File: src/rtl/addsub_arbiter.sv
// Round-robin sequencer for the shared add/sub unit. It serves two requesters and
// returns a registered result, carry and signed overflow with a one-cycle ack.
module addsub_arbiter #(
    parameter int W = 6
) (
    input  logic         clk,
    input  logic         rst_n,
    input  logic         req0,
    input  logic         req1,
    input  logic         sub0,
    input  logic         sub1,
    input  logic [W-1:0] a0,
    input  logic [W-1:0] b0,
    input  logic [W-1:0] a1,
    input  logic [W-1:0] b1,
    output logic         ack0,
    output logic         ack1,
    output logic [W-1:0] result,
    output logic         carry,
    output logic         ovf,
    output logic         done,
    output logic         done_id,
    output logic         busy,
    output logic [W-1:0] au_a,
    output logic [W-1:0] au_b,
    output logic         au_sub,
    input  logic [W-1:0] au_result,
    input  logic         au_carry
);

    typedef enum logic [1:0] {
        IDLE  = 2'd0,
        DRIVE = 2'd1,
        DONE  = 2'd2
    } state_t;

    state_t         state_q, state_d;
    logic           last_gnt_q, last_gnt_d;
    logic           gnt_id_q, gnt_id_d;
    logic [W-1:0]   au_a_q, au_a_d;
    logic [W-1:0]   au_b_q, au_b_d;
    logic           au_sub_q, au_sub_d;
    logic [W-1:0]   result_q, result_d;
    logic           carry_q, carry_d;
    logic           ovf_q, ovf_d;
    logic           done_id_q, done_id_d;

    logic           gnt_sel;
    logic [W-1:0]   b_eff;
    logic           ovf_calc;
    logic [1:0]     ack_vec;

    // On a tie the port that did not win last time is granted.
    assign gnt_sel  = (req0 && req1) ? ~last_gnt_q : req1;

    assign b_eff    = au_sub_q ? ~au_b_q : au_b_q;
    assign ovf_calc = (au_a_q[W-1] == b_eff[W-1]) && (au_result[W-1] != au_a_q[W-1]);

    always_comb begin
        state_d    = state_q;
        last_gnt_d = last_gnt_q;
        gnt_id_d   = gnt_id_q;
        au_a_d     = au_a_q;
        au_b_d     = au_b_q;
        au_sub_d   = au_sub_q;
        result_d   = result_q;
        carry_d    = carry_q;
        ovf_d      = ovf_q;
        done_id_d  = done_id_q;
        case (state_q)
            IDLE: begin
                if (req0 || req1) begin
                    state_d    = DRIVE;
                    gnt_id_d   = gnt_sel;
                    last_gnt_d = gnt_sel;
                    au_a_d     = gnt_sel ? a1 : a0;
                    au_b_d     = gnt_sel ? b1 : b0;
                    au_sub_d   = gnt_sel ? sub1 : sub0;
                end
            end
            DRIVE: begin
                state_d   = DONE;
                result_d  = au_result;
                carry_d   = au_carry;
                ovf_d     = ovf_calc;
                done_id_d = gnt_id_q;
            end
            DONE: begin
                state_d = IDLE;
            end
            default: begin
                state_d = IDLE;
            end
        endcase
    end

    always_ff @(posedge clk or negedge rst_n) begin
        if (!rst_n) begin
            state_q    <= IDLE;
            last_gnt_q <= 1'b1;
            gnt_id_q   <= 1'b0;
            au_a_q     <= '0;
            au_b_q     <= '0;
            au_sub_q   <= 1'b0;
            result_q   <= '0;
            carry_q    <= 1'b0;
            ovf_q      <= 1'b0;
            done_id_q  <= 1'b0;
        end else begin
            state_q    <= state_d;
            last_gnt_q <= last_gnt_d;
            gnt_id_q   <= gnt_id_d;
            au_a_q     <= au_a_d;
            au_b_q     <= au_b_d;
            au_sub_q   <= au_sub_d;
            result_q   <= result_d;
            carry_q    <= carry_d;
            ovf_q      <= ovf_d;
            done_id_q  <= done_id_d;
        end
    end

    genvar gi;
    generate
        for (gi = 0; gi < 2; gi++) begin : g_ack
            assign ack_vec[gi] = (state_q == DONE) && (gnt_id_q == 1'(gi));
        end
    endgenerate

    assign ack0    = ack_vec[0];
    assign ack1    = ack_vec[1];
    assign done    = (state_q == DONE);
    assign busy    = (state_q != IDLE);
    assign result  = result_q;
    assign carry   = carry_q;
    assign ovf     = ovf_q;
    assign done_id = done_id_q;
    assign au_a    = au_a_q;
    assign au_b    = au_b_q;
    assign au_sub  = au_sub_q;

endmodule

File: config.mk
export PLATFORM = sky130hd
export DESIGN_NAME = addsub_arbiter
export DESIGN_NICKNAME = d
export VERILOG_FILES = /design/src/rtl/addsub_arbiter.sv
export SDC_FILE = /design/constraint.sdc
export NUM_CORES = 1
export LEC_CHECK = 0
export CORE_MARGIN = 2
export CORE_UTILIZATION = 42
export CTS_BUF_LIST = sky130_fd_sc_hd__clkbuf_16
export CTS_CLUSTER_SIZE = 20
export DETAILED_ROUTE_END_ITERATION = 7
export PLACE_DENSITY_LB_ADDON = 0.25
export SETUP_SLACK_MARGIN = 0.15
export SYNTH_ARGS = -nofsm -noshare
export SYNTH_HDL_FRONTEND = slang
export SYNTH_SLANG_ARGS = --single-unit
File: constraint.sdc
create_clock -name clk -period 3.25 [get_ports clk]
set_clock_uncertainty 0.1 [all_clocks]
set_input_delay 0.4875 -clock clk [delete_from_list [all_inputs] [get_ports clk]]
set_output_delay 0.4875 -clock clk [all_outputs]
set_load 0.01 [all_outputs]
### After elaboration in Yosys (flattened, before gate mapping)

Cells that the tools add are included.

| word-level totals | value |
|---|---|
| output and inout port bits | 26 |
| flip-flop bits (word level) | 26 |
| word-level logic and storage cells | 33 |
| bits of input ports | 37 |

| operators by class | value |
|---|---|
| mux-type cells | 7 |
| eq/ne operators | 5 |
| bitwise logic cells | 3 |
| reduce and logical (&&, ||, !) cells | 8 |

Operators by type and width:

| kind | number |
|---|---|
| 6-bit 2-to-1 mux | 3 |
| 6-bit inverter | 1 |
| 1-bit logical AND | 4 |
| 2-bit case mux with 2 select lines | 1 |
| 2-bit by 1-bit equality test with 1-bit output (second input constant) | 1 |
| 2-bit equality test (second input constant) | 1 |
| 2-bit logical NOT | 1 |
| 1-bit 2-to-1 mux | 2 |
| 2-bit 2-to-1 mux | 1 |
| 2-bit inequality test (second input constant) | 1 |
| 1-bit inverter | 2 |
| 2-bit AND reduction | 1 |
| 2-bit nonzero test | 1 |
| 1-bit equality test | 1 |
| 1-bit logical OR | 1 |
| 1-bit inequality test | 1 |

### Depth between registers and ports, before layout

Gate-level depths: netlist of run 1.

| logic depth | value |
|---|---|
| depth in word-level cells | 4 |
| gate-level depth with buffers | 4 |
| mapped depth without buffers | 3 |

### Worst setup path before layout of run 1

Ideal clock, no wire load.

| timing | value |
|---|---|
| kind | input to register |
| start point | input req1 |
| end point | register au_a_q[5] (netlist: au_a[5]) |
| data arrival time | 1.426 ns |
| stages on the path | 4 |
| buffers on the path | 1 |
| library setup time | 0.125 ns |
| setup slack | 1.599 ns |
| required time | 3.025 ns |
| cells stage by stage | a21bo_2 > buf_6 > mux2_4 > mux2_2 |

| on the way | value |
|---|---|
| cells in the longest elaborated chain, start to end | 3 |
| elaborated cells between the ends (all ways) | 5 |
| those cells by class | 2 x mux; 3 x reduce/logical |

RTL lines:

| item | RTL line | RTL |
|---|---|---|
| start, declared | 9 | `input logic req1,` |
| 1-bit logical AND | 54 | `assign gnt_sel = (req0 && req1) ? ~last_gnt_q : req1;` |
| 1-bit 2-to-1 mux | 54 |  |
| 6-bit 2-to-1 mux | 76 | `au_a_d = gnt_sel ? a1 : a0;` |
| end signal, assigned | 113 | `au_a_q <= au_a_d;` |
| end, declared | 40 | `logic [W-1:0] au_a_q, au_a_d;` |

Several ways; a longest one is shown, not always the timed one.
A chain may end at the register's enable or synchronous reset.

### Worst setup path after layout of run 1

| timing | value |
|---|---|
| start point | register state_q[0] |
| end point | output ack0 |

| on the way | value |
|---|---|
| cells in the longest elaborated chain, start to end | 2 |

RTL lines:

| item | RTL line | RTL |
|---|---|---|
| start, declared | 37 | `state_t state_q, state_d;` |
| start signal, assigned | 110 | `state_q <= state_d;` |
| 2-bit equality test | 126 | `assign ack_vec[gi] = (state_q == DONE) && (gnt_id_q == 1'(gi));` |
| 1-bit logical AND | 126 |  |
| end, declared | 16 | `output logic ack0,` |

Every way passes these cells.

==> results.md, run 1 <==
* Outcome: finished, final reports clean
* Per-cell routed wire length at 13.8 µm
* Number of nets still failing antenna checks after routing at 0
* Worst path most repeated cell: sky130_fd_sc_hd__nor2b_1
* Number of antenna violations at the first check in global routing at 0
* Pins Over Slew Limit at 0
* Via count of the first global-routing pass at 910
* Global-route wire length before repair at 4070 µm
* Most common cell after layout, fill and taps aside: sky130_fd_sc_hd__clkdlybuf4s50_1
* Routed WL at 2430 µm
* Maximum net fanout on the critical path at 3
* Later-pin clock latency in the skew report at 250 ps
* Netlist cell types at 20
* Deepest clock path buffer count at 2
* Row count at 19
* Quantity of hold-fixing buffers added after cts at 0
* Initial Utilization at 43.9%
* Critical Path RT at 2660 ps
* Category of the most critical setup path: register to output port
* Largest net degree at the start of global routing at 27
* Crit path arrival time at 1510 ps
* Number of top-level pins at 63
* Setup repair after global routing missed its margin: no
* Cell area after synthesis at 1200 µm²
* Top Family by Delay on Critical Path: buffers and inverters
* CP max stage delay at 540 ps
* Routed vias at 861
* Post-detailed-route DRC marker count at 0
* Synth Net Count at 117
* Detailed Routing Iterations Pass 1 at 2
* Worst-case headroom to the max-slew limit at 66.1%
* Drt first-iter violations at 3
* Area growth from synthesis to final layout at 61.0%
* Number of warnings issued by yosys at 0
* Cts repair resizes at 0
* Final number of setup-violating endpoints at 0
* Critical path, cell by cell: nor2b_1 > nor2b_1 > clkdlybuf4s50_1
* Hold WC Path Type: register to register
* Count of maximum capacitance violations at 0
* CTS H-Tree Depth at 1
* Fraction of final layout cells with drive strength greater than 1 at 28.3%
* Most frequent cells in the layout: 62 x sky130_fd_sc_hd__clkdlybuf4s50_1, 25 x sky130_fd_sc_hd__mux2_2, 25 x sky130_fd_sc_hd__dfrtp_1, 9 x sky130_fd_sc_hd__mux2_4
* Fraction of the core area covered by cells at the end of the flow at 70.7%
* Setup crit end kind: output port
* GRT Overall Usage at 15.9%
* Global route overflow at 0
* Final period demand of the worst path at 2090 ps
* Post-CTS setup-driven buffer insertion count at 0
* Buffers plus inverters on the worst setup path at 1
* Clock edge transition at the registers on the reported setup and hold paths at 60 ps
* Number of buffers created by CTS at 3
* Number of nets at the end of the flow at 183
* Achievable frequency at 478 MHz
* Height of the die at 57.5 µm
* Clock root buffer: sky130_fd_sc_hd__clkbuf_16
* Number of buffer cells added on primary ports at 62
* Fin. Hold Viols at 0
* Sequential share of the synthesized area at 54.3%
* Leakage power of the design at 0.000825 µW
* Die area at 3300 µm²
* GPL Wtd Cong at 0.684
* Count of fill cells added during filler insertion at 210
* Seq cells post-synth at 26
* Synthesized netlist cell count at 80
* Summed negative setup slack over all endpoints at 0 ps
* Die W at 57.5 µm
* Critical path's slowest cell: sky130_fd_sc_hd__clkdlybuf4s50_1
* Post-Synthesis Mean Instance Area at 15.0 µm²
* Slew of the pin with the lowest slew margin at 509 ps
* Number of sinks on the clock net at 26
* Maximum ir drop on the vdd rail at 0.598 mV
* Tcrit/Tclk final at 64.4%
* Via density per instance at 4.89
* Core ar. at 2730 µm²
* HPWL after detailed placement at 1930 µm
* Antenna diode count at 0
* Pwr per Cell Area at 885 nW/µm²
* Startpoint types: register
* TritonCTS clock tree: built
## power breakdown
part	internal [µW]	total, µW	switching, µW	leakage, µW
clock	164	269	104	0.0000385
combinational	547	853	307	0.000480
sequential	495	588	92.8	0.000307
total	1210	1710	503	0.000825
## synthesized netlist by cell type
| library cell | number | area, µm² |
|---|---|---|
| sky130_fd_sc_hd__a21bo_2 | 1 | 10.0 |
| sky130_fd_sc_hd__a21oi_1 | 1 | 5.00 |
| sky130_fd_sc_hd__a221o_1 | 1 | 10.0 |
| sky130_fd_sc_hd__a31oi_1 | 1 | 6.26 |
| sky130_fd_sc_hd__and2_1 | 1 | 6.26 |
| sky130_fd_sc_hd__buf_2 | 2 | 10.0 |
| sky130_fd_sc_hd__buf_6 | 1 | 11.3 |
| sky130_fd_sc_hd__dfrtp_1 | 25 | 626 |
| sky130_fd_sc_hd__dfstp_2 | 1 | 26.3 |
| sky130_fd_sc_hd__inv_1 | 3 | 11.3 |
| sky130_fd_sc_hd__mux2_2 | 25 | 282 |
| sky130_fd_sc_hd__mux2_4 | 9 | 135 |
| sky130_fd_sc_hd__nand2b_1 | 1 | 6.26 |
| sky130_fd_sc_hd__nor2_1 | 1 | 3.75 |
| sky130_fd_sc_hd__nor2b_1 | 2 | 12.5 |
| sky130_fd_sc_hd__nor3b_1 | 1 | 7.51 |
| sky130_fd_sc_hd__nor4b_1 | 1 | 8.76 |
| sky130_fd_sc_hd__o21ai_1 | 1 | 5.00 |
| sky130_fd_sc_hd__o2bb2ai_1 | 1 | 8.76 |
| sky130_fd_sc_hd__xnor2_1 | 1 | 8.76 |
## through the flow
stage | cells | power, µW | area [µm²] | hold slack, ps | worst slack (ps)
4_1_cts | 176 | 1730 | 1930 | 405 | 1140
3_5_place_dp | 172 | 1460 | 1850 | 393 | 934
3_3_place_gp | 172 | 1430 | 1850 | 385 | 993
6_report | 176 | 1710 | 1930 | 404 | 1160
2_1_floorplan | 80 | 1030 | 1200 | 91.9 | 1600
5_1_grt | 176 | 1820 | 1930 | 424 | 1020
## state kept, by name, summed over array words and instances, names as in the netlist
signal / count
au_a: 6
au_b: 6
result: 6
state_q: 2
au_sub: 1
carry: 1
done_id: 1
gnt_id_q: 1
last_gnt_q: 1
ovf: 1
## final cells by class
| cell class | count | area (µm²) | share of cell area, % |
|---|---|---|---|
| clock buffers | 3 | 75.1 | 3.89 |
| well taps | 31 | 38.8 | 2.01 |
| clock inverters | 1 | 3.75 | 0.194 |
| flip-flops and latches | 26 | 652 | 33.7 |
| multi-input cells | 48 | 515 | 26.7 |
| inverters | 3 | 11.3 | 0.583 |
| repair buffers | 64 | 636 | 32.9 |
## per-layer routing
| metal | up-vias | track usage, % | share of wire [%] |
|---|---|---|---|
| li1 | 410 | - | - |
| met1 | 414 | 17.4 | 39 |
| met2 | 37 | 30.0 | 53 |
| met3 | 0 | 4.08 | 7.8 |
| met4 | 0 | 3.99 | 0 |
| met5 | - | 0 | 0 |
## worst paths after layout
kind,from,endpoint,slack (ps),cells after the start
max in group asynchronous,rst_n,last_gnt_q,2260,2
worst min register to register,au_b[3],au_b[3],400,1
worst max register to register,last_gnt_q,au_a[1],1430,3
worst min-delay path,au_b[3],au_b[3],400,1
worst max-delay path,state_q[0],ack0,1160,3
min in group asynchronous,rst_n,result[0],500,2
## kinds of logic after synthesis
group / count (synthesis) / synth area share [%]
muxes: 34 / 34.7
DFF: 26 / 54.3
and+or+nand+nor: 7 / 3.75
AOI/OAI and AO/OA: 6 / 3.75
buffers and inverters: 6 / 2.71
xor gates and xnor gates: 1 / 0.730
## worst register-to-register path, cell delays in order, from the launching register on
cell and delay, ps:
sky130_fd_sc_hd__dfstp_2 550, sky130_fd_sc_hd__a21bo_2 420, sky130_fd_sc_hd__mux2_2 390, sky130_fd_sc_hd__mux2_2 260
(Power assumes the default switching activity.)
==> run 2: changes to the inputs <==
Settings changed: CORE_UTILIZATION 42 to 35.
Clock period 3.25 ns to 1.9 ns, I/O delays scaled along.
==> run 2 against run 1 <==
Global-route usage is 1.9 points lower. First-iteration DRC count grew to 2.7 times the previous value. Flip-flop and latch count stayed put. Routed wire length is 4.7% higher. Sequential power is 72% higher. Largest cell class is now buffers. Die area is 19% higher. Clock power is 69% higher. Highest routed layer is now met4. Sequential share of layout area is 1.4 points lower. Cell count is 12% higher.
==> results.md, run 2 (synthesized netlist as in run 1, its figures left out) <==
* Die W at 62.6 µm (+8.9%)
* Post-detailed-route DRC marker count at 0 (unchanged)
* Per-cell routed wire length at 12.9 µm (-6.4%)
* Core ar. at 3310 µm² (+21%)
* Most common cell after layout, fill and taps aside: sky130_fd_sc_hd__clkdlybuf4s50_1
* Internal reg-to-reg setup slack at 230 ps (-1200 ps)
* Final period demand of the worst path at 1680 ps
* Count of maximum capacitance violations at 0 (unchanged)
* Critical Path RT at 1940 ps (-720 ps)
* Total placed cells including tap cells at 192 (+12%)
* GPL Wtd Cong at 0.637 (-6.8%)
* GRT Overall Usage at 14.0% (-1.9 points)
* Deepest clock path buffer count at 2 (unchanged)
* Pwr per Cell Area at 1480 nW/µm² (+67%)
* Drt first-iter violations at 8 (+5)
* Count of fill cells added during filler insertion at 303 (+44%)
* Height of the die at 62.6 µm (+8.9%)
* Count of non-filler cells in the finished layout at 197 (+12%)
* Number of top-level pins at 63 (unchanged)
* Achievable frequency at 594 MHz
* Hold WC Path Type: input pin to asynchronous set/reset pin
* HPWL after detailed placement at 2030 µm (+4.9%)
* Leakage power of the design at 0.000874 µW (+6.0%)
* Quantity of hold-fixing buffers added after cts at 0 (unchanged)
* Row count at 21 (+2)
* Slew of the pin with the lowest slew margin at 502 ps (-6.39 ps)
* TritonCTS clock tree: built
* Worst-case headroom to the max-slew limit at 66.5% (+0.43 points)
* Number of buffer cells added on primary ports at 62 (unchanged)
* Maximum ir drop on the vdd rail at 0.632 mV (+5.8%)
* Outcome: finished, final reports clean
* Critical path, cell by cell: clkdlybuf4s50_1 > a21bo_2 > buf_12 > mux2_4 > mux2_2
* Area growth from synthesis to final layout at 67.8%
* Routed WL at 2550 µm (+4.7%)
* Start of the worst register-to-register path: last_gnt_q
* Clock edge transition at the registers on the reported setup and hold paths at 60 ps (about the same)
* Fin. Hold Viols at 0 (unchanged)
* Crit path arrival time at 1730 ps (+220 ps)
* Startpoint types: input pin
* Number of nets at the end of the flow at 189 (+3.3%)
* Final number of setup-violating endpoints at 0 (unchanged)
* Number of sinks on the clock net at 26 (unchanged)
* Final hold slack at 306 ps (-98.0 ps)
* Later-pin clock latency in the skew report at 250 ps (about the same)
* Tcrit/Tclk final at 88.6%
* Setup repair after global routing missed its margin: no
* Die area at 3910 µm² (+19%)
* Global-route wire length before repair at 4370 µm (+7.4%)
* Detailed Routing Iterations Pass 1 at 3 (+1)
* Setup crit end kind: register
* Largest net degree at the start of global routing at 27 (unchanged)
* Fraction of final layout cells with drive strength greater than 1 at 32.5% (+4.2 points)
* Most frequent cells in the layout: 58 x sky130_fd_sc_hd__clkdlybuf4s50_1, 25 x sky130_fd_sc_hd__mux2_2, 25 x sky130_fd_sc_hd__dfrtp_1, 9 x sky130_fd_sc_hd__mux2_4, 7 x sky130_fd_sc_hd__buf_4
* Global route overflow at 0 (unchanged)
* CTS H-Tree Depth at 1 (unchanged)
* Number of antenna violations at the first check in global routing at 0 (unchanged)
* Via count of the first global-routing pass at 1005 (+10%)
* Path depth of the worst reg2reg path at 4 (+1)
* Routed vias at 898 (+4.3%)
* Antenna diode count at 0 (unchanged)
* Via density per instance at 4.56 (-6.8%)
* Critical path's slowest cell: sky130_fd_sc_hd__clkdlybuf4s50_1
* Number of nets still failing antenna checks after routing at 0 (unchanged)
* Category of the most critical setup path: input pin to register
* Clock root buffer: sky130_fd_sc_hd__clkbuf_16
* Pins Over Slew Limit at 0 (unchanged)
* Initial Utilization at 36.2% (-7.6 points)
* Maximum net fanout on the critical path at 12 (+9)
* Number of buffers created by CTS at 3 (unchanged)
* CP max stage delay at 480 ps (-60 ps)
* Endpoint of the most critical register-to-register path: au_a[3]
[run 2: cell types whose count changed in the layout (fill, tap and decap cells not counted)]
cell                              previous run  this run
sky130_fd_sc_hd__nor2_1                      1         0
sky130_fd_sc_hd__dlygate4sd2_1               0         4
sky130_fd_sc_hd__nor2_4                      0         1
sky130_fd_sc_hd__nor2b_1                     2         1
sky130_fd_sc_hd__buf_12                      0         1
sky130_fd_sc_hd__nor2b_2                     0         1
sky130_fd_sc_hd__clkdlybuf4s50_1            62        58
sky130_fd_sc_hd__buf_4                       2         7
[run 2: what timing repair did]
item                                    4_1_cts  5_1_grt
gates resized for setup                       7        0
endpoints found under the setup margin        4        1
setup buffers                                 0        1
pin swaps                                     0        0
[run 2: worst max path at each step]
stage / from / to / slack, ps / cells after the start
finish: req1 / au_b[0] / 220 / 5
global route: last_gnt_q / au_a[3] / 170 / 4
CTS: req1 / au_b[1] / 210 / 5
detailed placement: req1 / au_b[0] / -60 / 5
global placement: req1 / au_a[4] / -20 / 5
floorplan: last_gnt_q / au_a[5] / 270 / 4
[run 2: through the flow]
| stage | setup TNS (ps) | utilization [%] | setup WS [ps] | area, µm² | power [µW] |
|---|---|---|---|---|---|
| after CTS | 0 | 60.6 | 209 | 2010 | 3020 |
| after global routing | 0 | 60.8 | 166 | 2010 | 3180 |
| final | 0 | 60.8 | 217 | 2010 | 2980 |
| after floorplan | 0 | - | 268 | 1200 | 1760 |
| after detailed placement | -627 | 58.0 | -60.8 | 1920 | 2550 |
| after global placement | -190 | 58.0 | -23.9 | 1920 | 2500 |
[run 2: area by class of cell]
class,count,area (µm²),area share (%)
clock buffer,3,75.1,3.73
clock inverter,1,3.75,0.186
inverter,3,11.3,0.559
multi-input combinational,48,526,26.1
sequential,26,652,32.4
tap,46,57.6,2.86
timing repair buffer,70,688,34.2
[run 2: power by group]
group	leakage, µW	total, µW	internal (µW)	switching [µW]
Clock	0.0000385	455	281	174
Sequential	0.000307	1010	847	166
Combinational	0.000529	1510	966	545
[run 2: critical path: cells and delay by family]
family	cells	cell delay (ps)
buffers and inverters	2	630
AO/OA/AOI/OAI	1	250
multiplexers	2	550
[run 2: layer usage]
layer | global-route usage, % | share of wire, % | vias to the layer above
met5 | 0 | 0 | -
met2 | 24.9 | 52 | 39
li1 | - | - | 426
met1 | 16.2 | 39 | 431
met3 | 3.96 | 7.9 | 2
met4 | 4.17 | 0.31 | 0
==> run 3: changes to the inputs <==
Settings changed: SETUP_SLACK_MARGIN 0.15 to 0.2.
==> run 3 against run 2 <==
Combinational power about the same. Critical path type unchanged. Critical path depth unchanged. First-iteration DRC count up 38%. Highest routed layer unchanged. Hold slack worse by 2.6 ps. Setup slack gained 36 ps. Sequential share of layout area down 0.53 points. Core utilization rose by 1.0 points.
==> results.md, run 3 (synthesized netlist as in run 1, its figures left out) <==
* Outcome: finished, final reports clean
* Clock edge transition at the registers on the reported setup and hold paths at 60 ps (about the same)
* GRT Overall Usage at 14.0% (unchanged)
* Antenna diode count at 0 (unchanged)
* Placed standard-cell area at 1920 µm² (unchanged)
* Achievable frequency at 607 MHz (+2.2%)
* Later-pin clock latency in the skew report at 260 ps (about the same)
* Most common cell after layout, fill and taps aside: sky130_fd_sc_hd__clkdlybuf4s50_1
* Maximum net fanout on the critical path at 6 (-6)
* Switching power summed over all nets at 896 µW (+1.2%)
* Fraction of final layout cells with drive strength greater than 1 at 32.9% (+0.44 points)
* CTS H-Tree Depth at 1 (unchanged)
* Number of buffers created by CTS at 3 (unchanged)
* Global-route wire length before repair at 4370 µm (unchanged)
* Setup crit end kind: register
* Final period demand of the worst path at 1650 ps (-36.3 ps)
* Maximum ir drop on the vdd rail at 0.665 mV (+5.1%)
* Number of nets still failing antenna checks after routing at 0 (unchanged)
* Detailed Routing Iterations Pass 1 at 3 (unchanged)
* Final number of setup-violating endpoints at 0 (unchanged)
* Hold WC Path Type: input pin to asynchronous set/reset pin
* Endpoint of the most critical register-to-register path: au_a[3]
* Number of sinks on the clock net at 26 (unchanged)
* Global route overflow at 0 (unchanged)
* Internal reg-to-reg setup slack at 260 ps (+30 ps)
* Fin. Hold Viols at 0 (unchanged)
* GPL Wtd Cong at 0.637 (unchanged)
* Category of the most critical setup path: input pin to register
* Fraction of power consumed by combinational cells at 50.9% (+0.2 points)
* Summed negative setup slack over all endpoints at 0 ps (unchanged)
* Die area at 3910 µm² (unchanged)
* Quantity of hold-fixing buffers added after cts at 0 (unchanged)
* HPWL after detailed placement at 2030 µm (unchanged)
* WP depth at 5 (unchanged)
* Per-cell routed wire length at 13.1 µm (+1.4%)
* Via count of the first global-routing pass at 1005 (unchanged)
* Design Area, Final at 2050 µm² (+1.7%)
* Die W at 62.6 µm (unchanged)
* Setup repair after global routing missed its margin: yes
* Height of the die at 62.6 µm (unchanged)
* Slew of the pin with the lowest slew margin at 502 ps (unchanged)
* Top Family by Delay on Critical Path: buffers and inverters
* Count of fill cells added during filler insertion at 301 (-0.66%)
* Critical path, cell by cell: clkdlybuf4s50_1 > a21bo_4 > clkbuf_16 > mux2_4 > mux2_2
* Number of antenna violations at the first check in global routing at 0 (unchanged)
* Crit path arrival time at 1690 ps (-40 ps)
* Cell-internal power at 2110 µW (+0.90%)
* Routed WL at 2600 µm (+2.0%)
* Relative contribution of sequential cells to total power at 33.8% (-0.2 points)
* Launching element of the worst setup path: req0
* Critical path's slowest cell: sky130_fd_sc_hd__clkdlybuf4s50_1
* Path depth of the worst reg2reg path at 4 (unchanged)
* Deepest clock path buffer count at 2 (unchanged)
* Initial Utilization at 36.2% (unchanged)
* Largest net degree at the start of global routing at 27 (unchanged)
* Worst-case headroom to the max-slew limit at 66.5% (unchanged)
* Startpoint types: input pin
* Routed vias at 908 (+1.1%)
* Number of nets at the end of the flow at 190 (+0.53%)
* Critical Path RT at 1940 ps (about the same)
* Area growth from synthesis to final layout at 70.6%
* Post-detailed-route DRC marker count at 0 (unchanged)
* Switching fraction of total power at 29.8% (+0.062 points)
* Number of buffer cells added on primary ports at 62 (unchanged)
* TritonCTS clock tree: built
* Start of the worst register-to-register path: last_gnt_q
* Fraction of the core area covered by cells at the end of the flow at 61.8% (+1.0 points)
* Part of the power in the clock network at 15.3% (about the same)
* Leakage power of the design at 0.000898 µW (+2.8%)
* Drt first-iter violations at 11 (+3)
* Via density per instance at 4.59 (+0.60%)
* Count of maximum capacitance violations at 0 (unchanged)
* Core ar. at 3310 µm² (unchanged)
* Pins Over Slew Limit at 0 (unchanged)
* Buffers plus inverters on the worst setup path at 2 (unchanged)
* Number of top-level pins at 63 (unchanged)
* Final hold slack at 303 ps (-2.64 ps)
* CP max stage delay at 440 ps (-40 ps)
* Pwr per Cell Area at 1470 nW/µm² (-0.67%)
* Most frequent cells in the layout: 57 x sky130_fd_sc_hd__clkdlybuf4s50_1, 25 x sky130_fd_sc_hd__mux2_2, 25 x sky130_fd_sc_hd__dfrtp_1, 9 x sky130_fd_sc_hd__mux2_4, 7 x sky130_fd_sc_hd__buf_4
* Row count at 21 (unchanged)
* Tcrit/Tclk final at 86.7% (-1.9 points)
* Clock root buffer: sky130_fd_sc_hd__clkbuf_16
-- run 3: power groups by stage --
stage                     combinational [µW]  clock [µW]  sequential (µW)
final                                   1530         460             1020
after global placement                  1500           0              999
after detailed placement                1530           0             1020
after CTS                               1520         472             1030
after global routing                    1650         499             1050
after floorplan                          644           0             1110
-- run 3: through the flow --
step	std cells	worst slack (ps)	power, µW
detailed placement	192	-60.8	2550
floorplan	80	268	1760
global route	198	175	3200
finish	198	253	3010
global placement	192	-23.9	2500
CTS	196	209	3020
-- run 3: area by class of cell --
class | count | area, µm² | share of cell area, %
clock buffers | 3 | 75.1 | 3.67
clock inverters | 1 | 3.75 | 0.183
inverters | 3 | 11.3 | 0.550
multi-input cells | 48 | 532 | 26.0
flip-flops and latches | 26 | 652 | 31.8
well taps | 46 | 57.6 | 2.81
repair buffers | 71 | 716 | 35.0
-- run 3: how the worst max path moves through the flow --
stage / endpoint / slack, ps
detailed placement: au_b[0] / -60
finish: au_b[0] / 250
global route: ack0 / 170
floorplan: au_a[5] / 270
CTS: au_b[1] / 210
global placement: au_a[4] / -20
-- run 3: what timing repair did --
item | CTS | global route
endpoints found under the setup margin | 4 | 14
pin swaps | 0 | 0
gates cloned | 0 | 1
resized for setup | 7 | 2
setup buffers | 0 | 1
-- run 3: routing by layer --
layer  GRT usage, %  part of all wire (%)
met5              0                     0
met2           24.9                    52
met3           3.96                   8.2
met4           4.17                  0.31
met1           16.2                    40
==> patch (settings of run 2) <==
The parameter `W` goes from 6 to 3.
--- a/src/rtl/addsub_arbiter.sv
+++ b/src/rtl/addsub_arbiter.sv
@@ -2,5 +2,5 @@
 // returns a registered result, carry and signed overflow with a one-cycle ack.
 module addsub_arbiter #(
-    parameter int W = 6
+    parameter int W = 3
 ) (
     input  logic         clk,
Interface: changed (8 resized); port bits go from 63 to 39. The function was not compared with the original's and may differ.
==> patch against run 2 <==
- design area down 34%
- combinational power down 34%
- wire length down 42%
- sequential power down 32%
- worst setup slack better by 44 ps
- sequential cell count down 9
- power down 30%
- largest cell class unchanged
- area after synthesis down 34%
- critical path type is now flop to flop
==> patch: results (changes against run 2) <==
* Status: finished, final reports clean
* RePlAce Congestion at 0.651 (+2.2%)
* VDD IR max at 0.903 mV (+43%)
* Number of nets produced by synthesis at 77 (-34%)
* Leak Pwr at 0.000615 uW (-30%)
* Crit path DAT at 1660 ps (-70 ps)
* Layout Nets at 124 (-34%)
* Gr usage total at 0.130 (-0.0101)
* Met2 Track Usage GR at 0.231 (-0.0179)
* Largest net degree at the start of global routing at 18 (-33%)
* Drt pass-1 iters at 4 (+1)
* Reg area at 427 sq um (-35%)
* Drt initial violations at 7 (-1)
* Multi-input gate share of total cell area at 0.265 (+0.00376)
* Net Sw Frac at 0.291 (-0.00615)
* Met3 routed WL at 117 microns (-42%)
* Fill cells at 186 (-39%)
* P_comb at 994 uW (-34%)
* Non-clock buffers at 44 (-37%)
* Fraction of layout cells with a size suffix above 1 at 0.327 (+0.00223)
* Final wirelength at 1.47 mm (-42%)
* Worst reg2reg setup slack at 260 ps (+30 ps)
* Synth Area in Compound Gates at 0.0612 (+0.0237)
* Synth Area in XOR/XNOR at 0.0110 (+0.00369)
* Sw power at 605 uW (-32%)
* Crit-path max FO at 8 (-4)
* Clock-cell share of area at 0.0592 (+0.0200)
* Core area at 2190 sq um (-34%)
* Clock sinks at 17 (-35%)
* Wl on met1 at 606 microns (-39%)
* Register area share after synthesis at 0.535 (-0.00795)
* Synth area leaders: dfrtp_1, mux2_2, mux2_4
* First-pass GRT wire length at 2.57 mm (-41%)
* Commonest cells in the netlist: dfrtp_1, mux2_2, mux2_4
* Tightest Pin Transition at 369 ps (-133 ps)
* Worst slack, placed at -82.5 ps (-21.6 ps)
* Post-CTS resize count at 4 (-3)
* Post-synthesis mux area share at 0.301 (-0.0458)
* Buffering overhead at 0.321 (-0.0207)
* Met1 Use GR at 0.145 (-0.0169)
[patch: worst paths after layout]
path,startpoint,end,cells past startpoint
setup / recovery,last_gnt_q,au_a[2],3
hold / removal,rst_n,result[2],2
setup reg to reg,last_gnt_q,au_a[2],3
hold reg to reg,result[1],result[1],1
max in group asynchronous,rst_n,last_gnt_q,2
min in group clk,result[1],result[1],1
[patch: per-stage QoR]
| step | instances | hold WS, ps |
|---|---|---|
| after floorplan | 55 | -111 |
| after global placement | 123 | 385 |
| after detailed placement | 123 | 391 |
| after CTS | 127 | 279 |
| after global routing | 129 | 316 |
| final | 129 | 272 |
[patch: cell families after synthesis]
| logic type | Yosys count |
|---|---|
| muxes | 19 |
| AOI/OAI and AO/OA | 6 |
| DFF | 17 |
| and+or+nand+nor | 7 |
| xor gates and xnor gates | 1 |
| buffers and inverters | 5 |
[patch: critical path, stage by stage (launching register included)]
cell     delay (ps)
dfstp_2         540
a21bo_2         300
mux2_4          330
mux2_2          260
